$ cat src/rtl/fft_sched_pkg.sv
// fft_sched_pkg: shared types and default widths for the fft_8point_dft requester scheduler
package fft_sched_pkg;
  typedef enum logic [1:0] {IDLE, GRANT0, GRANT1} state_t;
  typedef logic req_id_t;
  localparam int C_TDATA_W = 64;
  localparam int C_TOUT_W = 512;
  localparam int C_MAX_INFLIGHT_DEF = 8;
endpackage

$ cat src/rtl/fft_sched_tag_fifo.sv
// fft_sched_tag_fifo: 1-bit requester-id FIFO recording the issue order of frames inside the core
module fft_sched_tag_fifo
  import fft_sched_pkg::*;
#(
  parameter int C_DEPTH = C_MAX_INFLIGHT_DEF
) (
  input  logic    i_clk,
  input  logic    i_rst_n,
  input  logic    i_push,
  input  req_id_t i_tag,
  input  logic    i_pop,
  output logic    o_empty,
  output logic    o_full,
  output req_id_t o_head
);
  localparam int AW = $clog2(C_DEPTH);
  logic [AW:0] r_wr, r_rd;
  logic [C_DEPTH-1:0] r_mem;
  logic w_push, w_pop;
  assign o_empty = r_wr == r_rd;
  assign o_full = (r_wr[AW] != r_rd[AW]) && (r_wr[AW-1:0] == r_rd[AW-1:0]);
  assign o_head = r_mem[r_rd[AW-1:0]];
  assign w_push = i_push & ~o_full;
  assign w_pop = i_pop & ~o_empty;
  // read/write pointers with a wrap bit to tell full from empty
  always_ff @(posedge i_clk or negedge i_rst_n)
    if (!i_rst_n) begin
      r_wr <= '0;
      r_rd <= '0;
    end else begin
      if (w_push) r_wr <= r_wr + (AW+1)'(1);
      if (w_pop) r_rd <= r_rd + (AW+1)'(1);
    end
  // tag storage; stale entries are masked by the empty flag so no reset is needed
  always_ff @(posedge i_clk)
    if (w_push) r_mem[r_wr[AW-1:0]] <= i_tag;
endmodule

$ cat src/rtl/fft_8point_sched.sv
// fft_8point_sched: round-robin packet scheduler sharing one FFT core between two AXIS requesters (optional FFT_SCHED_STATS_EN)
module fft_8point_sched
  import fft_sched_pkg::*;
#(
  parameter int C_AXIS_TDATA_WIDTH = C_TDATA_W,
  parameter int C_AXIS_TOUT_WIDTH = C_TOUT_W,
  parameter int C_MAX_INFLIGHT = C_MAX_INFLIGHT_DEF
) (
  input  logic                                s_axis_aclk,
  input  logic                                s_axis_aresetn,
  input  logic                                s0_axis_tvalid,
  output logic                                s0_axis_tready,
  input  logic [C_AXIS_TDATA_WIDTH-1:0]       s0_axis_tdata,
  input  logic                                s0_axis_tlast,
  input  logic                                s1_axis_tvalid,
  output logic                                s1_axis_tready,
  input  logic [C_AXIS_TDATA_WIDTH-1:0]       s1_axis_tdata,
  input  logic                                s1_axis_tlast,
  output logic                                c_axis_tvalid,
  input  logic                                c_axis_tready,
  output logic [C_AXIS_TDATA_WIDTH-1:0]       c_axis_tdata,
  input  logic                                c_r_axis_tvalid,
  output logic                                c_r_axis_tready,
  input  logic [C_AXIS_TOUT_WIDTH-1:0]        c_r_axis_tdata,
  output logic                                m0_axis_tvalid,
  input  logic                                m0_axis_tready,
  output logic [C_AXIS_TOUT_WIDTH-1:0]        m0_axis_tdata,
  output logic                                m1_axis_tvalid,
  input  logic                                m1_axis_tready,
  output logic [C_AXIS_TOUT_WIDTH-1:0]        m1_axis_tdata,
  output logic [$clog2(C_MAX_INFLIGHT):0]     inflight,
  output logic                                err_orphan
`ifdef FFT_SCHED_STATS_EN
  ,
  output logic [15:0]                         stat_frames0,
  output logic [15:0]                         stat_frames1
`endif
);
  localparam int IW = $clog2(C_MAX_INFLIGHT) + 1;
  state_t r_state, w_next;
  logic r_rr, r_err;
  logic [IW-1:0] r_inflight;
  logic w_credit, w_issue, w_last, w_pop, w_empty, w_full;
  req_id_t w_head;
  assign w_credit = (r_inflight < IW'(C_MAX_INFLIGHT)) & ~w_full;
  assign inflight = r_inflight;
  assign err_orphan = r_err;
  fft_sched_tag_fifo #(.C_DEPTH(C_MAX_INFLIGHT)) u_tag_fifo (
    .i_clk   (s_axis_aclk),
    .i_rst_n (s_axis_aresetn),
    .i_push  (w_issue),
    .i_tag   (r_state == GRANT1),
    .i_pop   (w_pop),
    .o_empty (w_empty),
    .o_full  (w_full),
    .o_head  (w_head)
  );
  // issue mux: forward the granted requester to the core while credits remain
  always_comb begin
    c_axis_tdata = (r_state == GRANT1) ? s1_axis_tdata : s0_axis_tdata;
    w_last = (r_state == GRANT1) ? s1_axis_tlast : s0_axis_tlast;
    c_axis_tvalid = w_credit & ((r_state == GRANT0) ? s0_axis_tvalid :
                                (r_state == GRANT1) ? s1_axis_tvalid : 1'b0);
    s0_axis_tready = (r_state == GRANT0) & c_axis_tready & w_credit;
    s1_axis_tready = (r_state == GRANT1) & c_axis_tready & w_credit;
    w_issue = c_axis_tvalid & c_axis_tready;
  end
  // next grant: arbitrate from IDLE, hold the grant until the packet's last beat issues
  always_comb begin
    w_next = r_state;
    case (r_state)
      IDLE: begin
        if (s0_axis_tvalid & (~s1_axis_tvalid | ~r_rr)) w_next = GRANT0;
        else if (s1_axis_tvalid) w_next = GRANT1;
      end
      GRANT0, GRANT1: if (w_issue & w_last) w_next = IDLE;
      default: w_next = IDLE;
    endcase
  end
  // state register and round-robin pointer favouring the requester not just served
  always_ff @(posedge s_axis_aclk or negedge s_axis_aresetn)
    if (!s_axis_aresetn) begin
      r_state <= IDLE;
      r_rr <= 1'b0;
    end else begin
      r_state <= w_next;
      if (w_issue & w_last) r_rr <= (r_state == GRANT0);
    end
  // result demux: head tag picks the destination, results with no tag are drained
  always_comb begin
    m0_axis_tdata = c_r_axis_tdata;
    m1_axis_tdata = c_r_axis_tdata;
    m0_axis_tvalid = c_r_axis_tvalid & ~w_empty & ~w_head;
    m1_axis_tvalid = c_r_axis_tvalid & ~w_empty & w_head;
    c_r_axis_tready = w_empty ? c_r_axis_tvalid : (w_head ? m1_axis_tready : m0_axis_tready);
    w_pop = c_r_axis_tvalid & c_r_axis_tready & ~w_empty;
  end
  // credit counter and sticky orphan flag
  always_ff @(posedge s_axis_aclk or negedge s_axis_aresetn)
    if (!s_axis_aresetn) begin
      r_inflight <= '0;
      r_err <= 1'b0;
    end else begin
      if (w_issue != w_pop) r_inflight <= w_issue ? r_inflight + IW'(1) : r_inflight - IW'(1);
      if (c_r_axis_tvalid & w_empty) r_err <= 1'b1;
    end
`ifdef FFT_SCHED_STATS_EN
  logic [15:0] r_st0, r_st1;
  assign stat_frames0 = r_st0;
  assign stat_frames1 = r_st1;
  // saturating per-requester delivered-result counters
  always_ff @(posedge s_axis_aclk or negedge s_axis_aresetn)
    if (!s_axis_aresetn) begin
      r_st0 <= '0;
      r_st1 <= '0;
    end else begin
      if (m0_axis_tvalid & m0_axis_tready & ~&r_st0) r_st0 <= r_st0 + 16'd1;
      if (m1_axis_tvalid & m1_axis_tready & ~&r_st1) r_st1 <= r_st1 + 16'd1;
    end
`endif
endmodule

$ cat config.mk
export PLATFORM = sky130hd
export DESIGN_NAME = fft_8point_sched
export DESIGN_NICKNAME = d
export VERILOG_FILES = /design/src/rtl/fft_sched_pkg.sv /design/src/rtl/fft_sched_tag_fifo.sv /design/src/rtl/fft_8point_sched.sv
export SDC_FILE = /design/constraint.sdc
export NUM_CORES = 1
export LEC_CHECK = 0
export CAP_MARGIN = 5
export CORE_AREA = 2 2 679 681
export DETAILED_ROUTE_END_ITERATION = 10
export DIE_AREA = 0 0 681 683
export PLACE_DENSITY_LB_ADDON = 0.08
export SLEW_MARGIN = 0
export SYNTH_ARGS = -nofsm -noshare
export SYNTH_HDL_FRONTEND = slang
export SYNTH_HIERARCHICAL = 1
export SYNTH_SLANG_ARGS = --single-unit
export TNS_END_PERCENT = 30
$ cat constraint.sdc
create_clock -name s_axis_aclk -period 3.59 [get_ports s_axis_aclk]
set_clock_uncertainty 0.05 [all_clocks]
set_input_delay 0.718 -clock s_axis_aclk [delete_from_list [all_inputs] [get_ports s_axis_aclk]]
set_output_delay 0.718 -clock s_axis_aclk [all_outputs]
set_load 0.1 [all_outputs]
Word level (Yosys, flattened, before mapping). Index checks and enable logic that the tools add are counted. Widths: inputs -> output; s select.

Word-level logic and storage cells: 67. Bits of input ports: 650. Output and inout port bits: 1099. Bits in registers: 24.

Eq/ne operators: 8. Reduce and logical (&&, ||, !) cells: 5. Bitwise operators: 23. Magnitude comparators: 4. Muxes and demuxes: 16. Add/subtract/negate cells: 4.

Operators with widths (count): $mux 64 (1); $and 1x1->1 (17); $add 4x1->4 const B (3); $bwmux 8 (1); $lt 3x4->1 const B (2); $mux 1 (7); $mux 2 (3); $not 1->1 (5); $eq 4x4->1 (1); $lt 4x4->1 const B (1); $mux 4 (1); $pmux 2 s2 (1); $sub 4x1->4 const B (1); $bmux 1 s3 (1); $demux 1 s3 (1); $eq 3x3->1 (1); $ge 3x1->1 const B (1); $ne 3x3->1 const B (1); $eq 2x1->1 const B (1); $eq 2x2->1 const B (1); $logic_and 1x1->1 (2); $logic_not 2->1 (1); $ne 1x1->1 (2); $ne 2x2->1 const B (1); other kinds (3) (3).

Logic depth before layout (Yosys ltp). Gate-level depths: netlist of run 1.

Depth after elaboration: 9. Gate-level depth with buffers: 10. Depth with buffers taken out: 9.

Cells and area by module. The synthesis of run 1 kept the hierarchy.

Modules (own cells, without submodules): fft_8point_sched (area an instance 9058.7 sq um, sequential area each 200.2 sq um, times used 1, cells an instance 1152); fft_sched_tag_fifo (area an instance 937.1 sq um, sequential area each 440.4 sq um, times used 1, cells an instance 66).

Worst setup path before layout of run 1. Ideal clock, no wire load.

Kind: reg-to-output. From: register u_tag_fifo.r_wr[1]. To: output port c_axis_tvalid. Setup slack: -0.302 ns. Stages on the path, launching flop included: 5. Path buffers: 1. Data required time: 2.822 ns. Data arrival time: 3.124 ns. Cells stage by stage: dfrtp_1 -> buf_2 -> xor2_2 -> nor4_4 -> nor3_1.

Cells in the longest elaborated chain, start to end: 5.

RTL lines: start: declaration (RTL line fft_sched_tag_fifo.sv:17) `logic [AW:0] r_wr, r_rd;`; start signal: assignment (RTL line fft_sched_tag_fifo.sv:31) `if (w_push) r_wr <= r_wr + (AW+1)'(1);`; $eq 3x3->1 (RTL line fft_sched_tag_fifo.sv:21) `assign o_full = (r_wr[AW] != r_rd[AW]) && (r_wr[AW-1:0] == r_rd[AW-1:0]);`; $logic_and 1x1->1 (RTL line fft_sched_tag_fifo.sv:21); net w_full (RTL line fft_8point_sched.sv:43) `logic w_credit, w_issue, w_last, w_pop, w_empty, w_full;`; $not 1->1 (RTL line fft_8point_sched.sv:45) `assign w_credit = (r_inflight < IW'(C_MAX_INFLIGHT)) & ~w_full;`; $and 1x1->1 (RTL line fft_8point_sched.sv:45); $and 1x1->1 (RTL line fft_8point_sched.sv:62) `c_axis_tvalid = w_credit & ((r_state == GRANT0) ? s0_axis_tvalid :`; end: declaration (RTL line fft_8point_sched.sv:19) `output logic c_axis_tvalid,`.

The timed path passes the listed nets, and every way through them passes these cells.

Final worst setup path of run 1.
From: register u_tag_fifo.r_rd[0]. To: output port c_r_axis_tready.

Cells in the longest elaborated chain, start to end: 4. Elaborated cells between the ends (all ways): 5. Classes of those cells: eq/ne: 1; mux: 4.

RTL lines: start: declaration (RTL line fft_sched_tag_fifo.sv:17); start signal: assignment (RTL line fft_sched_tag_fifo.sv:32) `if (w_pop) r_rd <= r_rd + (AW+1)'(1);`; $bmux 1 s3 (RTL line fft_sched_tag_fifo.sv:22) `assign o_head = r_mem[r_rd[AW-1:0]];`; $mux 1 (implied by the code) (RTL line fft_sched_tag_fifo.sv:22); net w_head (RTL line fft_8point_sched.sv:44) `req_id_t w_head;`; $mux 1 (2 in a row) (RTL line fft_8point_sched.sv:95) `c_r_axis_tready = w_empty ? c_r_axis_tvalid : (w_head ? m1_axis_tready : m0_axis_tready);`; end: declaration (RTL line fft_8point_sched.sv:23) `output logic c_r_axis_tready,`.

The timed path passes the listed nets, and every way through them passes these cells. The select of a mux whose other input is x is not followed.

==> results of run 1 <==
-- what timing repair did --
item / in CTS / in global routing
gates resized for setup: 1 / 0
hold endpoints to repair: 0 / 0
endpoints found under the setup margin: 1 / 0
hold buffers: 0 / 0
setup buffers: 0 / 0
-- Yosys cell counts (2+ instances only) --
| library cell | number | area (um^2) |
|---|---|---|
| nor4_1 | 2 | 12.51 |
| buf_4 | 1024 | 7687 |
| a21o_1 | 2 | 15.01 |
| ha_1 | 7 | 87.58 |
| inv_1 | 5 | 18.77 |
| nor3b_1 | 2 | 15.01 |
| edfxtp_1 | 8 | 240.2 |
| nor2_1 | 6 | 22.52 |
| xnor2_1 | 5 | 43.79 |
| buf_2 | 8 | 40.04 |
| xor2_1 | 2 | 17.52 |
| a21oi_1 | 2 | 10.01 |
| o211ai_1 | 2 | 15.01 |
| mux2_2 | 71 | 799.5 |
| nand2b_1 | 2 | 12.51 |
| nor4b_1 | 2 | 17.52 |
| o41ai_1 | 2 | 17.52 |
| nor3_1 | 4 | 20.02 |
| o41ai_2 | 2 | 32.53 |
| nand2_1 | 5 | 18.77 |
| xor2_2 | 2 | 32.53 |
| dfrtp_1 | 16 | 400.4 |
| xor2_4 | 2 | 55.05 |
| mux4_1 | 2 | 52.55 |
| and2_1 | 5 | 31.28 |
| mux2_1 | 2 | 22.52 |
-- worst register-to-register path, delay by kind of cell, from the launching register on --
family / cells / cell delay, ns
simple gates: 1 / 0.31
xor+xnor: 1 / 0.26
flops: 1 / 0.51
mux: 4 / 1.58
-- through the flow --
step / hold WS, ns / util [%] / cell area (um^2)
floorplan: 0.3724 / - / 10000
global placement: 0.4337 / 2.712 / 12430
detailed placement: 0.4121 / 2.712 / 12430
CTS: 0.4390 / 2.735 / 12530
global route: 0.4499 / 2.735 / 12530
finish: 0.4225 / 2.736 / 12540
-- flip-flops by register name (all words and copies together) (netlist names) --
signal            count
err_orphan            1
r_state               2
inflight              4
r_rr                  1
u_tag_fifo/r_mem      8
u_tag_fifo/r_wr       4
u_tag_fifo/r_rd       4
-- final timing paths --
check                                   startpoint                  to  slack [ns]  cells after the start
max in group asynchronous           s_axis_aresetn  u_tag_fifo/r_rd[0]        1.93                      1
worst max-delay path            u_tag_fifo/r_rd[0]     c_r_axis_tready        0.24                      5
worst min-delay path                    err_orphan          err_orphan        0.42                      1
min in group asynchronous           s_axis_aresetn  u_tag_fifo/r_rd[1]        0.93                      1
worst min register to register          err_orphan          err_orphan        0.42                      1
worst max register to register  u_tag_fifo/r_rd[0]         inflight[1]        0.78                      6
-- layout make-up --
type	instances	area share, %
well taps	6149	61.36
repair buffers	222	19.60
multi-input cells	155	12.90
flip-flops and latches	24	5.119
clock buffers	3	0.5987
clock inverters	1	0.2395
inverters	5	0.1497
diodes	2	0.03991
-- power by group through the flow --
| stage | logic [mW] | clock network [mW] | registers (mW) |
|---|---|---|---|
| final | 3.91 | 0.338 | 0.562 |
| after CTS | 4.16 | 0.359 | 0.575 |
| after global routing | 4.15 | 0.359 | 0.586 |
| after global placement | 4.16 | 0 | 0.572 |
| after detailed placement | 4.14 | 0 | 0.578 |
| after floorplan | 7.60 | 0 | 0.636 |
-- logic make-up after synthesis --
| kind of cell | count (synthesis) |
|---|---|
| mux | 75 |
| buf+inv | 1039 |
| flops | 24 |
| simple gates | 42 |
| xor+xnor | 12 |
| fa+ha+maj | 8 |
| compound gates | 18 |
-- metal layers --
metal	track usage, %	vias up	wire, um
met5	1.526	-	1013
met2	13.29	1827	91990
met1	2.379	1729	20770
li1	-	1157	-
met4	1.897	22	5565
met3	15.17	247	78340
==> results.yml, run 1 <==
clock_network:
  clkSinkCount: 24
  cts_inserted_buffers: 3
  latest_clock_arrival_within_the_worst_skew_pair_ns: 0.27
  tritoncts: "done"
  reg_clk_slew_reported_paths_ns: 0.07
  buffer_levels_on_the_longest_clock_path: 2
  h_tree_depth: 1
  clock-root-buffer: "clkbuf_16"
global_route:
  grt_max_degree: 23
  vias_in_the_first_global_route: 5152
  grt_pass1_wl_um: 209700
  track_usage_pct: 8.052
  antenna_found_initial: 9
  grt.overflow.total: 0
floorplanning:
  die_height_um: 683
  overall_die_area_mm2: 0.4651
  initial_utilization_pct: 2.181
  core_mm2: 0.4583
  core.rowCount: 249
  top_level_ports: 1749
  fp.dieW_um: 681
worst_setup_path:
  worstPathCellList: "mux4_1 -> mux2_2 -> mux2_2 -> mux2_2 -> buf_12"
  crit_slowest_cell: "mux4_1"
  critical_path.most_common_cell: "mux2_2"
  timing.critical_path.slowest_cell_delay_ns: 0.60
  critPathCaptureType: "output pin"
  largest_fanout_on_the_critical_path: 6
  cp.buffers_inverters: 1
  timing.critical_path.arrival_ns: 2.58
  worstSetupPathType: "reg -> out"
  timing.critical_path.max_delay_family: "multiplexers"
  worstSetupStartpointType: "register"
  critPathRequiredTime_ns: 2.82
power:
  worst_ir_drop_vdd_v: 0.0003379
  power_report.internal_total_mw: 1.779
  power.density_mw_per_mm2: 383.8
  static_leakage_power_nw: 1.983
  swShare_pct: 63.03
  netSwitchingPower_mw: 3.033
  power_share_of_the_clock_group_pct: 7.0
  finalPower_mw: 4.813
  power_frac_comb_pct: 81.3
  seqPwrFrac_pct: 11.7
timing:
  peak_freq_mhz: 298.6
  final.period_utilization_pct: 93.28
  max_slew_margin_pct: 36.35
  setup_viol: 0
  rsz0062_at_grt: "no"
  slew_violations: 0
  timing.final.ws_setup_ns: 0.2411
  max_slew.worst_pin.slew_ns: 0.9517
  final.setup.tns_ns: 0
  fin_crit_ns: 3.349
  hold_violations: 0
route:
  wl_per_cell_um: 30.13
  detailedRoute.firstIterationViolations: 217
  drc: 0
  antenna_violating_nets_post_route: 0
  via_to_cell_ratio: 0.7593
  drt_first_pass_iters: 4
  detailroute.via_count: 4982
  postRouteWirelength_um: 197700
placement:
  gpl.final_weighted_congestion: 0.7345
  dp.final_hpwl_um: 189900
  dpl.cell_count: 6555
  port_buffers: 212
  place_worst_setup_slack_ns: 0.3083
synth:
  syn-mean-instance-area_um2: 8.207
  ys.flop_type: "dfrtp_1"
  ys_ff_latch: 24
  syn-cell-area_mm2: 0.009996
  synth_enable_flop_cells: 8
  synthArstFlopShare_pct: 66.67
  synth_seq_area_share_pct: 6.409
  syn-instance-count: 1218
  synthXorXnorAreaFrac_pct: 1.652
  ys.warnings.count: 6
  post_synth_and_or_nand_nor_area_fraction_pct: 2.904
  post_synth_net_total: 1876
  synth_compound_gate_area_share_pct: 1.627
  synth.mux.area_fraction_pct: 8.750
  combinational_family_with_the_most_area_after_synthesis: "buffers and inverters"
  synth_cell_types: 52
  synthAdderAreaFrac_pct: 1.076
finish:
  fillerInstances: 54640
  seqCellArea_um2: 641.9
  layoutNonFillerInstCount: 6561
  final_net_count: 1069
  most-common-layout-cells: "clkdlybuf4s50_1 (137), mux2_2 (71), buf_4 (48), buf_12 (36), dfrtp_1 (15)"
  layout-area-overhead-vs-synth_pct: 25.45
  final_common_cell: "clkdlybuf4s50_1"
  multi_input_comb_area_mm2: 0.001618
  final_layout_size_suffix_gt1_share_pct: 43.41
status:
  status: "finished clean"
flow_run:
  maxCapViolCount: 0
hold_path:
  hold_class: "reg -> reg"
Note: power is estimated with default switching activity, not from simulation.
==> run 2, diff against run 1 <==
- CORE_AREA: 2 2 679 681 -> 2 2 673 675
- DIE_AREA: 0 0 681 683 -> 0 0 675 677
- SYNTH_HIERARCHICAL: 1 -> unset
==> run 2 against run 1 <==
Effect of this change: fmax grew 4.7%; final area shrank 2.0%; die area shrank 1.8%; clock-buffer cell count is the same; worst hold slack gained 0.050 ns; first-iteration DRC count grew 36%; wire length grew 3.5%; area after synthesis shrank 1.6%; combinational power grew 18%; non-clock buffer count grew 5; global-route usage grew 0.50 points; setup slack gained 0.15 ns; critical endpoint is now c_axis_tdata[6]; highest routed layer unchanged.
==> results.yml, run 2 <==
worst_setup_path:
  timing.critical_path.slowest_cell_delay_ns: 0.53
  worst-path-stages: 5
  largest_fanout_on_the_critical_path: 66
  reg2reg_to: "inflight[3]"
  reg2regPathDepth: 10
  critPathRequiredTime_ns: 2.82
  worstSetupPathType: "reg -> out"
  crit_slowest_cell: "mux2_2"
  worstPathCellList: "inv_1 -> ha_4 -> buf_12 -> mux2_2 -> buf_12"
  critPathCaptureType: "output pin"
  timing.critical_path.max_delay_family: "buffers and inverters"
  regToRegSetupSlack_ns: 0.85
  worstReg2RegStart: "u_tag_fifo.r_rd[0]"
  worstSetupEndpoint: "c_axis_tdata[6]"
  timing.critical_path.arrival_ns: 2.43
  critical_path.most_common_cell: "buf_12"
  worst_setup_path_startpoint: "r_state[0]"
  cp.buffers_inverters: 3
  worstSetupStartpointType: "register"
placement:
  gpl.final_weighted_congestion: 0.6868
  dp.final_hpwl_um: 196900
  port_buffers: 212
  place_worst_setup_slack_ns: 0.3058
synth:
  syn-instance-count: 1218
  syn-cell-area_mm2: 0.009834
  ys.flop_type: "dfrtp_1"
  synthTopCellsByArea: "buf_4 (78%), mux2_2 (7.4%), dfrtp_1 (4.1%)"
  synth_seq_area_share_pct: 6.514
  ys.warnings.count: 0
  synth_enable_flop_cells: 8
  synth.top_cells.by_count: "buf_4 (1,024), mux2_2 (65), nand2_1 (17)"
  syn-mean-instance-area_um2: 8.074
  post_synth_net_total: 1876
  synthArstFlopShare_pct: 66.67
  ys_ff_latch: 24
  yosys.cell_count.top_type: "buf_4"
  yosysTopAreaCellShare_pct: 78.17
  synth_cell_types: 40
  synth.largest_area_cell: "buf_4"
clock_network:
  h_tree_depth: 1
  cts_inserted_buffers: 3
  ctsHoldBuffers: 0
  cts_setup_buffers: 0
  tritoncts: "done"
  latest_clock_arrival_within_the_worst_skew_pair_ns: 0.28
  buffer_levels_on_the_longest_clock_path: 2
  clock-root-buffer: "clkbuf_16"
  reg_clk_slew_reported_paths_ns: 0.07
  post_cts.resized_instances: 0
  clkSinkCount: 24
timing:
  slew_violations: 0
  hold_violations: 0
  peak_freq_mhz: 312.6
  max_slew_margin_pct: 43.96
  final.setup.tns_ns: 0
  max_slew.worst_pin.slew_ns: 0.8406
  final.period_utilization_pct: 89.11
  rsz0062_at_grt: "no"
  fin_crit_ns: 3.199
  timing.final.ws_setup_ns: 0.3908
  setup_viol: 0
  worst_hold_slack_ns: 0.4724
finish:
  most-common-layout-cells: "clkdlybuf4s50_1 (137), mux2_2 (65), buf_4 (46), buf_12 (44), nand2_1 (17)"
  fillerInstances: 53840
  final_common_cell: "clkdlybuf4s50_1"
  layout-area-overhead-vs-synth_pct: 24.97
  final_net_count: 1072
  final_layout_size_suffix_gt1_share_pct: 40.44
  largest_register_ffs: 8
route:
  detailedRoute.firstIterationViolations: 295
  drc: 0
  antenna_violating_nets_post_route: 0
  wl_per_cell_um: 32.01
  postRouteWirelength_um: 204600
  via_to_cell_ratio: 0.7589
  detailroute.via_count: 4850
  drt_first_pass_iters: 4
status:
  status: "finished clean"
power:
  worst_ir_drop_vdd_v: 0.0002803
  static_leakage_power_nw: 2.012
  finalPower_mw: 5.465
  power.density_mw_per_mm2: 444.6
global_route:
  grt.overflow.total: 0
  vias_in_the_first_global_route: 4990
  grt_pass1_wl_um: 217800
  antenna_found_initial: 11
  track_usage_pct: 8.553
  grt_max_degree: 67
floorplanning:
  die_height_um: 677
  fp.dieW_um: 675
  top_level_ports: 1749
  initial_utilization_pct: 2.183
  core.rowCount: 247
  core_mm2: 0.4506
  overall_die_area_mm2: 0.4570
hold_path:
  hold_class: "reg -> reg"
  hold_path_startpoint: "err_orphan"
flow_run:
  maxCapViolCount: 0
## run 2: layout make-up
class | instances | area [um^2] | share of cell area (%)
antenna | 2 | 5.005 | 0.04072
clock buffer | 3 | 75.07 | 0.6108
clock inverter | 1 | 30.03 | 0.2443
inverter | 7 | 26.28 | 0.2138
multi-input combinational | 151 | 1439 | 11.71
sequential | 24 | 640.6 | 5.212
tap | 5976 | 7477 | 60.84
timing repair buffer | 227 | 2597 | 21.13
## run 2: worst min-delay path by stage
stage	end	slack [ns]	cells after the start
2_1_floorplan	err_orphan	0.37	0
3_3_place_gp	err_orphan	0.47	1
3_5_place_dp	err_orphan	0.47	1
4_1_cts	err_orphan	0.49	1
5_1_grt	u_tag_fifo.r_wr[3]	0.50	1
6_report	err_orphan	0.47	1
## run 2: stage by stage
stage	instance area, um^2	std cells	utilization (%)
3_5_place_dp	12180	6385	2.703
2_1_floorplan	9838	1218	-
5_1_grt	12290	6389	2.727
4_1_cts	12290	6389	2.727
3_3_place_gp	12180	6385	2.703
6_report	12290	6391	2.728
## run 2: per-layer routing
metal	GRT usage [%]	wire (um)	share of wire (%)
met1	3.324	28250	14
met2	13.36	89640	44
met3	15.83	80080	39
met4	2.080	6114	3.0
met5	0.6418	481	0.24
## run 2: kinds of logic (layout without fill, tap and decap cells)
logic type	after synthesis	after routing	synth area share [%]
flip-flops	24	24	6.514
adder cells (fa/ha/maj)	8	8	1.094
AO/OA/AOI/OAI	17	17	1.209
other	0	2	0
multiplexers	74	74	8.766
AND/OR/NAND/NOR	38	38	1.959
XOR/XNOR	14	14	1.438
buffers and inverters	1043	238	79.02
## run 2: report_power, final
| group | internal, mW | switching, mW |
|---|---|---|
| Clock | 0.223 | 0.126 |
| Combinational | 1.38 | 3.24 |
| Sequential | 0.378 | 0.120 |
